$ cat src/rtl/m_wbio_ctrl_if.sv
// rtl/m_wbio_ctrl_if.sv - Wishbone I/O bus bundle between core master port and one-hot slaves.
interface m_wbio_ctrl_if #(
  parameter int NSLAVE = 4
);
  logic                   m_CYC_I;
  logic                   m_STB_I;
  logic                   m_WE_I;
  logic [31:0]            m_ADR_I;
  logic                   m_ACK_O;
  logic [31:0]            m_DAT_O;
  logic [NSLAVE-1:0]      s_STB_O;
  logic                   s_WE_O;
  logic [NSLAVE-1:0]      s_ACK_I;
  logic [32*NSLAVE-1:0]   s_DAT_I;

  modport slave (
    input  m_CYC_I, m_STB_I, m_WE_I, m_ADR_I, s_ACK_I, s_DAT_I,
    output m_ACK_O, m_DAT_O, s_STB_O, s_WE_O
  );

  modport master (
    output m_CYC_I, m_STB_I, m_WE_I, m_ADR_I, s_ACK_I, s_DAT_I,
    input  m_ACK_O, m_DAT_O, s_STB_O, s_WE_O
  );
endinterface

$ cat src/rtl/m_wbio_ctrl.sv
// rtl/m_wbio_ctrl.sv - I/O page decoder issuing one strobe per access, with timeout and sticky error status.
module m_wbio_ctrl #(
  parameter int         NSLAVE     = 4,
  parameter int         SLVBASEBIT = 2,
  parameter int         TIMEOUT    = 15,
  parameter logic [4:0] IOPAGE     = 5'b01100
) (
  input  logic         CLK_I,
  input  logic         RST_I,
  m_wbio_ctrl_if.slave bus,
  input  logic         clr_err_I,
  output logic         err_O,
  output logic [7:0]   err_cnt_O,
  output logic [31:0]  err_adr_O
);
  localparam int CW = (TIMEOUT > 1) ? $clog2(TIMEOUT) : 1;
  localparam logic [CW-1:0] CNT_LAST = CW'(TIMEOUT - 1);

  typedef enum logic [1:0] {IDLE, ACTIVE, DONE} state_t;

  state_t            state;
  logic [NSLAVE-1:0] sel_q;
  logic [CW-1:0]     cnt;

  logic [NSLAVE-1:0] sel;
  logic              page, valid, req, hit, err_now;
  logic [31:0]       rd_dat;

  assign sel   = bus.m_ADR_I[SLVBASEBIT+NSLAVE-1:SLVBASEBIT];
  assign page  = (bus.m_ADR_I[31:27] == IOPAGE);
  assign valid = page && $onehot(sel);
  assign req   = bus.m_CYC_I && bus.m_STB_I;
  assign hit   = |(bus.s_ACK_I & sel_q);

  // Writes are not registered so the slave samples WE together with its strobe.
  assign bus.s_WE_O = bus.m_WE_I;

  always_comb begin
    rd_dat = '0;
    for (int k = 0; k < NSLAVE; k++) begin
      if (sel_q[k]) rd_dat = rd_dat | bus.s_DAT_I[32*k +: 32];
    end
  end

  assign err_now = req && (((state == IDLE) && !valid) ||
                           ((state == ACTIVE) && !hit && (cnt == CNT_LAST)));

  always_ff @(posedge CLK_I) begin
    if (!RST_I) begin
      state       <= IDLE;
      sel_q       <= '0;
      cnt         <= '0;
      bus.s_STB_O <= '0;
      bus.m_ACK_O <= 1'b0;
      bus.m_DAT_O <= '0;
      err_O       <= 1'b0;
      err_cnt_O   <= '0;
      err_adr_O   <= '0;
    end else begin
      bus.m_ACK_O <= 1'b0;
      bus.m_DAT_O <= '0;
      case (state)
        IDLE: begin
          if (req) begin
            if (valid) begin
              sel_q       <= sel;
              cnt         <= '0;
              bus.s_STB_O <= sel;
              state       <= ACTIVE;
            end else begin
              bus.m_ACK_O <= 1'b1;
              state       <= DONE;
            end
          end
        end
        ACTIVE: begin
          if (!req) begin
            bus.s_STB_O <= '0;
            state       <= IDLE;
          end else if (hit) begin
            bus.m_ACK_O <= 1'b1;
            bus.m_DAT_O <= rd_dat;
            bus.s_STB_O <= '0;
            state       <= DONE;
          end else if (cnt == CNT_LAST) begin
            bus.m_ACK_O <= 1'b1;
            bus.s_STB_O <= '0;
            state       <= DONE;
          end else begin
            cnt <= cnt + 1'b1;
          end
        end
        DONE: begin
          bus.s_STB_O <= '0;
          state       <= IDLE;
        end
        default: begin
          bus.s_STB_O <= '0;
          state       <= IDLE;
        end
      endcase

      // A fault in the clearing cycle restarts the count at one rather than being lost.
      if (err_now) begin
        err_O     <= 1'b1;
        err_adr_O <= bus.m_ADR_I;
        if (clr_err_I)                err_cnt_O <= 8'd1;
        else if (err_cnt_O != 8'hFF)  err_cnt_O <= err_cnt_O + 8'd1;
      end else if (clr_err_I) begin
        err_O     <= 1'b0;
        err_cnt_O <= '0;
        err_adr_O <= '0;
      end
    end
  end
endmodule
$ cat src/flat_wrapper.sv
// flat-port wrapper written by rule: the top's interface ports become plain ports
module m_wbio_ctrl_flat 
#(
  parameter int         NSLAVE     = 4,
  parameter int         SLVBASEBIT = 2,
  parameter int         TIMEOUT    = 15,
  parameter logic [4:0] IOPAGE     = 5'b01100
)
  (CLK_I, RST_I, clr_err_I, err_O, err_cnt_O, err_adr_O, bus_m_CYC_I, bus_m_STB_I, bus_m_WE_I, bus_m_ADR_I, bus_s_ACK_I, bus_s_DAT_I, bus_m_ACK_O, bus_m_DAT_O, bus_s_STB_O, bus_s_WE_O);
  m_wbio_ctrl_if #(.NSLAVE(NSLAVE)) bus_i ();
  input  logic CLK_I;
  input  logic RST_I;
  input  logic clr_err_I;
  output logic err_O;
  output logic [7:0] err_cnt_O;
  output logic [31:0] err_adr_O;
  input wire logic [$bits(bus_i.m_CYC_I)-1:0] bus_m_CYC_I;
  input wire logic [$bits(bus_i.m_STB_I)-1:0] bus_m_STB_I;
  input wire logic [$bits(bus_i.m_WE_I)-1:0] bus_m_WE_I;
  input wire logic [$bits(bus_i.m_ADR_I)-1:0] bus_m_ADR_I;
  input wire logic [$bits(bus_i.s_ACK_I)-1:0] bus_s_ACK_I;
  input wire logic [$bits(bus_i.s_DAT_I)-1:0] bus_s_DAT_I;
  output wire logic [$bits(bus_i.m_ACK_O)-1:0] bus_m_ACK_O;
  output wire logic [$bits(bus_i.m_DAT_O)-1:0] bus_m_DAT_O;
  output wire logic [$bits(bus_i.s_STB_O)-1:0] bus_s_STB_O;
  output wire logic [$bits(bus_i.s_WE_O)-1:0] bus_s_WE_O;
  assign bus_i.m_CYC_I = bus_m_CYC_I;
  assign bus_i.m_STB_I = bus_m_STB_I;
  assign bus_i.m_WE_I = bus_m_WE_I;
  assign bus_i.m_ADR_I = bus_m_ADR_I;
  assign bus_i.s_ACK_I = bus_s_ACK_I;
  assign bus_i.s_DAT_I = bus_s_DAT_I;
  assign bus_m_ACK_O = bus_i.m_ACK_O;
  assign bus_m_DAT_O = bus_i.m_DAT_O;
  assign bus_s_STB_O = bus_i.s_STB_O;
  assign bus_s_WE_O = bus_i.s_WE_O;
  m_wbio_ctrl #(.NSLAVE(NSLAVE), .SLVBASEBIT(SLVBASEBIT), .TIMEOUT(TIMEOUT), .IOPAGE(IOPAGE)) u_core (.CLK_I(CLK_I), .RST_I(RST_I), .bus(bus_i), .clr_err_I(clr_err_I), .err_O(err_O), .err_cnt_O(err_cnt_O), .err_adr_O(err_adr_O));
endmodule
$ cat config.mk
export PLATFORM = sky130hd
export DESIGN_NAME = m_wbio_ctrl_flat
export DESIGN_NICKNAME = d
export VERILOG_FILES = /design/src/rtl/m_wbio_ctrl_if.sv /design/src/rtl/m_wbio_ctrl.sv /design/src/flat_wrapper.sv
export SDC_FILE = /design/constraint.sdc
export NUM_CORES = 1
export LEC_CHECK = 0
export BUFFER_PORTS_ARGS = -buffer_cell sky130_fd_sc_hd__buf_2
export CAP_MARGIN = 25
export CORE_ASPECT_RATIO = 0.7
export CORE_UTILIZATION = 38
export CTS_CLUSTER_DIAMETER = 100
export DETAILED_ROUTE_END_ITERATION = 10
export PLACE_DENSITY = 0.76
export SYNTH_ARGS = -nofsm -noshare
export SYNTH_HDL_FRONTEND = slang
export SYNTH_SLANG_ARGS = --single-unit
export TNS_END_PERCENT = 100
$ cat constraint.sdc
create_clock -name CLK_I -period 3.05 [get_ports CLK_I]
set_input_delay 0.7625 -clock CLK_I [delete_from_list [all_inputs] [get_ports CLK_I]]
set_output_delay 0.7625 -clock CLK_I [all_outputs]
set_load 0.01 [all_outputs]
==> results of run 1 <==
[metrics by stage]
| stage | power, mW | area (um^2) | std cells | setup TNS (ps) | worst slack, ps |
|---|---|---|---|---|---|
| floorplan | 1.30 | 3880 | 429 | 0 | 8.57 |
| global placement | 1.46 | 5290 | 783 | -6170 | -161 |
| detailed placement | 1.47 | 5290 | 783 | -7160 | -199 |
| CTS | 2.59 | 5590 | 799 | 0 | 165 |
| global route | 2.67 | 5600 | 799 | 0 | 56.4 |
| finish | 2.57 | 5600 | 799 | 0 | 126 |
[state kept, by name, summed over array words and instances, names as in the netlist]
signal	cells
u_core.bus.s_STB_O	4
u_core.err_O	1
u_core.bus.m_DAT_O	32
u_core.sel_q	4
u_core.err_cnt_O	8
u_core.bus.m_ACK_O	1
u_core.cnt	4
u_core.state	2
u_core.err_adr_O	32
[power groups by stage]
stage               Clock (mW)  Combinational (mW)  Sequential (mW)
finish                    1.12               0.272             1.18
global route              1.20               0.294             1.18
CTS                       1.15               0.269             1.18
detailed placement           0               0.268             1.20
global placement             0               0.260             1.20
floorplan                    0              0.0868             1.21
[what timing repair did]
item | CTS | global route
hold buffers | 0 | 0
buffers inserted | 0 | 0
gates resized for setup | 0 | 1
setup endpoints to repair | 0 | 1
[cell families (layout without fill, tap and decap cells)]
logic type	Yosys count	after routing	synth area share [%]
compound gates	164	164	27.4
xor+xnor	2	2	0.457
buf+inv	41	283	4.50
fa+ha+maj	7	7	2.48
simple gates	126	126	19.0
mux	1	1	0.261
flops	88	88	45.9
[path summary, 6_finish.rpt]
path / from / end / depth (start not counted)
max: bus_m_ADR_I[4] / u_core.cnt[3]$_SDFFE_PN0P_ / 9
min: u_core.bus.s_STB_O[0]$_SDFFE_PN0P_ / u_core.bus.s_STB_O[0]$_SDFFE_PN0P_ / 1
max reg2reg: u_core.cnt[0]$_SDFFE_PN0P_ / u_core.err_cnt_O[3]$_SDFFE_PN0P_ / 8
min reg2reg: u_core.bus.s_STB_O[0]$_SDFFE_PN0P_ / u_core.bus.s_STB_O[0]$_SDFFE_PN0P_ / 1
[routing by layer]
metal / part of all wire (%) / up-vias / global-route usage [%]
met5: 0 / - / 0
met4: 2.3 / 0 / 9.98
met3: 7.7 / 24 / 6.38
met2: 46 / 187 / 35.2
met1: 44 / 1983 / 31.4
li1: - / 2075 / -
[critical path: cells and delay by family]
family	cells	cell delay, ps
AO/OA/AOI/OAI	1	190
adder cells (fa/ha/maj)	3	900
AND/OR/NAND/NOR	3	1040
XOR/XNOR	1	150
buffers and inverters	1	120
[area by class of cell]
| type | count | area (um^2) | area share (%) |
|---|---|---|---|
| clock buffer | 9 | 225 | 4.02 |
| clock inverter | 7 | 77.6 | 1.39 |
| inverter | 3 | 11.3 | 0.201 |
| multi-input combinational | 300 | 1960 | 35.0 |
| sequential | 88 | 1760 | 31.5 |
| tap | 128 | 160 | 2.86 |
| timing repair buffer | 264 | 1400 | 25.1 |
[cell usage in the layout (no fill, tap or decap), types with 4 or more instances in the layout]
master,n
buf_2,246
dfxtp_1,88
a21oi_1,77
a22oi_1,66
nand2_1,45
nand3b_1,33
buf_4,15
nor2_1,9
clkbuf_16,9
or3_1,5
nor3_1,4
a32o_1,4
inv_6,4
==> flow_metrics.py, run 1 <==
metrics = {
    "cts": {
        "htree_levels": 3,
        "clock-sinks": 88,
        "clk_pin_slew_ps": 60,
        "cts_buffer_depth": 2,
        "cts_tree": "yes",
        "cts_buffers": 9,
        "clk_latency_ps": 340,
        "root_buffer": "clkbuf_16",
    },
    "layout": {
        "synthToLayoutAreaGrowth_pct": 45.9,
        "drive_above_1_share_pct": 43.7,
        "fin_util_pct": 57.4,
        "nFillCells": 867,
        "antenna_cells": 0,
        "design.final.nets": 843,
    },
    "global_route": {
        "grt_overflow": 0,
        "grt_pass1_vias": 3760,
        "grt_util_all_layers_pct": 23.4,
        "antenna_found_initial": 0,
        "grt_pass1_wl_mm": 19.0,
        "grt_max_degree": 38,
    },
    "floorplan": {
        "die_y_um": 86.1,
        "coreArea_um2": 9760,
        "die-area_um2": 10500,
        "fp-row-count": 30,
        "ios": 249,
        "start_util_pct": 39.3,
        "die-width_um": 122,
    },
    "timing": {
        "finalCritPeriodShare_pct": 95.9,
        "fmax_ghz": 0.342,
        "tightest_slew_ps": 492,
        "finalSetupViolCount": 0,
        "skew_ps": 4.47,
        "finalMaxSlewViolations": 0,
        "holdWs_ps": 468,
        "period_needed_ps": 2920,
        "hold_viol_final": 0,
        "rsz0062_at_grt": "no",
        "relSlewSlack_pct": 67.2,
    },
    "power_and_ir_drop": {
        "sw_frac_of_total_pct": 23.8,
        "p_leak_nw": 2.40,
        "vdd_ir_drop_max_mv": 0.276,
        "p_int_mw": 1.96,
        "p_comb_share_pct": 10.6,
        "pwr-share-clk_pct": 43.5,
        "netSwitchingPower_mw": 0.611,
        "power_per_cell_area_nw_per_um2": 459,
        "power_frac_seq_pct": 45.9,
    },
    "drt": {
        "drtIter0Drc": 397,
        "route.detailed.drc": 0,
        "vias_per_cell": 5.34,
        "wirelength_mm": 12.7,
        "drt_pre_antenna_iters": 5,
        "wire_per_inst_um": 15.8,
        "via_count": 4269,
        "ant_nets": 0,
    },
    "synthesis": {
        "yosys.area.top_type_share_pct": 45.9,
        "ys.flop_type": "dfxtp_1",
        "synth_cell_types": 48,
        "yosys.area.top_type": "dfxtp_1",
        "synth-edff-count": 0,
        "ys_seq_area_share_pct": 45.9,
        "synth-async-reset-ratio_pct": 0,
        "syn_area_um2": 3840,
        "synth_most_common_cell": "dfxtp_1",
        "syn_nets": 606,
        "postSynthAreaPerCell_um2": 8.94,
        "synth.top_cells.by_count": "dfxtp_1, a21oi_1, a22oi_1",
        "yosys-top-cells-area": "dfxtp_1, a22oi_1, a21oi_1, nand3b_1, nand2_1",
        "yosysWarningCount": 0,
        "syn_inst": 429,
        "ys_ff_latch": 88,
    },
    "worst_setup_path": {
        "cp_data_required_time_ps": 3280,
        "endpoint_kind": "flip-flop",
        "cp_common_cell": "ha_4",
        "path_cells": "buf_2 > ha_4 > ha_4 > fa_1 > or4b_4 > or3_1 > a21oi_4 > xnor2_1 > nor2_2",
        "path_max_fanout": 3,
        "critPathKind": "in -> reg",
        "cpPeakStageDelay_ps": 560,
        "cp_slowest_cell": "or4b_4",
        "rrSetupSlack_ps": 1060,
        "start_kind": "input pin",
        "crit_arrival_ps": 3160,
    },
    "run": {
        "cap_violations": 0,
    },
    "placed_design": {
        "gp_congestion": 0.844,
        "port_buffers": 246,
        "hpwl_mm": 9.59,
    },
    "hold_path": {
        "hold_path.class": "reg -> reg",
    },
    "run_status": {
        "status": "finished clean",
    },
}
No activity file was read; power rests on OpenSTA's default activity.
==> run 2: changes to the inputs <==
- PLACE_DENSITY: 0.76 -> default
- PLACE_DENSITY_LB_ADDON: default -> 0.2
==> run 2 against run 1 <==
  * Register-to-register slack improved by 40 ps
  * Non-clock buffer count fell by 3
  * Wire length barely moved
  * Die area did not move
  * Worst hold slack improved by 3.3 ps
  * Clock skew rose by 3.1 ps
  * Core utilization fell by 0.29 points
  * First-iteration DRC count fell by 16%
  * Global-route usage rose by 0.13 points
  * Total power rose by 2.0%
  * Clock power rose by 5%
  * Sequential share of layout area rose by 0.16 points
  * Critical endpoint unchanged
  * Largest cell class unchanged
  * Largest power group unchanged
==> flow_metrics.py, run 2 (synthesized netlist as in run 1, its figures left out) <==
metrics = {
    "hold_path": {
        "hold_path.class": "reg -> reg",
        "hp-start": "u_core.bus.s_STB_O[0]$_SDFFE_PN0P_",
        "whs_endpoint": "u_core.bus.s_STB_O[0]$_SDFFE_PN0P_",
        "hold_depth": 1,
    },
    "global_route": {
        "grt_util_met2_pct": 36.1,
        "grt_overflow": 0,
        "grt_util_all_layers_pct": 23.5,
        "grt_pass1_wl_mm": 19.2,
        "grt_pass1_vias": 3859,
        "antenna_found_initial": 0,
        "grt_max_degree": 47,
        "grtUsageMet1_pct": 31.9,
        "grt_use_met3_pct": 7.78,
        "gr-max-usage-layer": "met2",
    },
    "placed_design": {
        "dp.cells": 780,
        "placed_cell_area_um2": 5250,
        "port_buffers": 246,
        "post-place-ws_ps": -182,
        "gp_congestion": 0.830,
        "hpwl_mm": 9.29,
    },
    "cts": {
        "cts_tree": "yes",
        "clk_pin_slew_ps": 60,
        "cts_resized": 0,
        "post_cts_buffers": 0,
        "cts_buffers": 9,
        "root_buffer": "clkbuf_16",
        "htree_levels": 3,
        "cts_buffer_depth": 2,
        "holdBufCountCts": 0,
        "clk_latency_ps": 340,
        "clock-sinks": 88,
    },
    "layout": {
        "drive_above_1_share_pct": 43.1,
        "final_cell_mix": "buf_2, dfxtp_1, a21oi_1",
        "antenna_cells": 0,
        "mostFrequentLayoutCell": "buf_2",
        "multiInputGateArea_um2": 1950,
        "synthToLayoutAreaGrowth_pct": 45.2,
        "design_area_um2": 5570,
        "top_regs": "u_core.bus.m_DAT_O x32, u_core.err_adr_O x32, u_core.err_cnt_O x8",
        "design.final.nets": 840,
        "nFillCells": 898,
        "ff_latch_area_um2": 1760,
        "instances_no_fill": 796,
    },
    "floorplan": {
        "die-area_um2": 10500,
        "die-width_um": 122,
        "ios": 249,
        "start_util_pct": 39.3,
        "coreArea_um2": 9760,
        "fp-row-count": 30,
        "die_y_um": 86.1,
    },
    "worst_setup_path": {
        "path_cells": "buf_2 > ha_4 > ha_4 > fa_1 > or4b_4 > or3_1 > a21oi_4 > xnor2_1 > nor2_2",
        "worstSetupPathDepth": 9,
        "endpoint_kind": "flip-flop",
        "cpLargestDelayFamily": "simple AND/OR/NAND/NOR gates",
        "crit_arrival_ps": 3120,
        "cp_common_cell": "ha_4",
        "path_buf_inv": 1,
        "rrSetupSlack_ps": 1100,
        "timing.rr.start": "u_core.err_cnt_O[0]$_SDFFE_PN0P_",
        "start_kind": "input pin",
        "cp_data_required_time_ps": 3270,
        "path_max_fanout": 3,
        "critPathKind": "in -> reg",
        "rr_worst_depth": 6,
        "cp_slowest_cell": "or4b_4",
        "cpPeakStageDelay_ps": 540,
        "r2r_end": "u_core.err_cnt_O[5]$_SDFFE_PN0P_",
    },
    "timing": {
        "finalMaxSlewViolations": 0,
        "setup_ws_ps": 155,
        "finalSetupViolCount": 0,
        "fmax_ghz": 0.345,
        "finalCritPeriodShare_pct": 94.9,
        "hold_viol_final": 0,
        "rsz0062_at_grt": "no",
        "skew_ps": 7.60,
        "period_needed_ps": 2890,
        "tightest_slew_ps": 501,
        "relSlewSlack_pct": 66.6,
        "fin_setup_tns_ps": 0,
    },
    "power_and_ir_drop": {
        "p_leak_nw": 2.38,
        "design_power_total_mw": 2.62,
        "power_per_cell_area_nw_per_um2": 470,
        "vdd_ir_drop_max_mv": 0.348,
    },
    "drt": {
        "route.detailed.drc": 0,
        "via_count": 4259,
        "ant_nets": 0,
        "vias_per_cell": 5.35,
        "wire_per_inst_um": 15.9,
        "drt_pre_antenna_iters": 5,
        "wirelength_mm": 12.6,
        "drtIter0Drc": 335,
    },
    "run": {
        "cap_violations": 0,
    },
    "run_status": {
        "status": "finished clean",
    },
}
## run 2: changes by cell type in the layout (fill, tap and decap cells not counted)
cell / delta
buf_4: -2
nor4b_1: +1
clkinvlp_4: -1
clkinv_4: +1
nor2_4: -1
bufinv_16: +1
clkbuf_1: +1
nor2_2: +1
inv_6: -2
nor4b_2: -1
buf_12: -1
## run 2: metal layers
metal / up-vias / share of wire, %
met4: 0 / 1.1
li1: 2066 / -
met1: 2029 / 45
met3: 10 / 7.0
met5: - / 0
met2: 154 / 46
## run 2: layout make-up
cell class | instances | area share (%)
clock buffers | 10 | 4.11
repair buffers | 261 | 24.6
clock inverters | 6 | 1.64
inverters | 3 | 0.202
multi-input cells | 300 | 35.0
flip-flops and latches | 88 | 31.6
well taps | 128 | 2.88
## run 2: where the power goes
group,internal (mW),total (mW),switching [mW],leakage [nW]
logic,0.137,0.262,0.125,1.51
clock network,0.724,1.18,0.455,0.157
registers,1.17,1.18,0.00966,0.712
total,2.03,2.62,0.589,2.38
## run 2: per-stage QoR
stage	hold slack, ps	util, %
2_1_floorplan	493	-
6_report	472	57.1
3_3_place_gp	446	53.8
4_1_cts	472	57.1
5_1_grt	507	57.1
3_5_place_dp	460	53.8
## run 2: worst reg2reg max path: cells and delay by family (launching register included)
kind / cells / cell delay, ps
flops: 1 / 350
compound gates: 1 / 130
fa+ha+maj: 1 / 220
simple gates: 4 / 1180
## run 2: worst max-delay path by stage
stage | from | slack [ps] | end
after floorplan | bus_m_ADR_I[4] | 9 | u_core.cnt[3]$_SDFFE_PN0P_
after global placement | bus_m_ADR_I[4] | -160 | u_core.err_adr_O[16]$_SDFFE_PN0P_
after detailed placement | bus_m_ADR_I[4] | -180 | u_core.cnt[3]$_SDFFE_PN0P_
after CTS | bus_m_ADR_I[4] | 160 | u_core.cnt[3]$_SDFFE_PN0P_
after global routing | bus_m_ADR_I[4] | 50 | u_core.err_adr_O[15]$_SDFFE_PN0P_
final | bus_m_ADR_I[4] | 160 | u_core.cnt[3]$_SDFFE_PN0P_
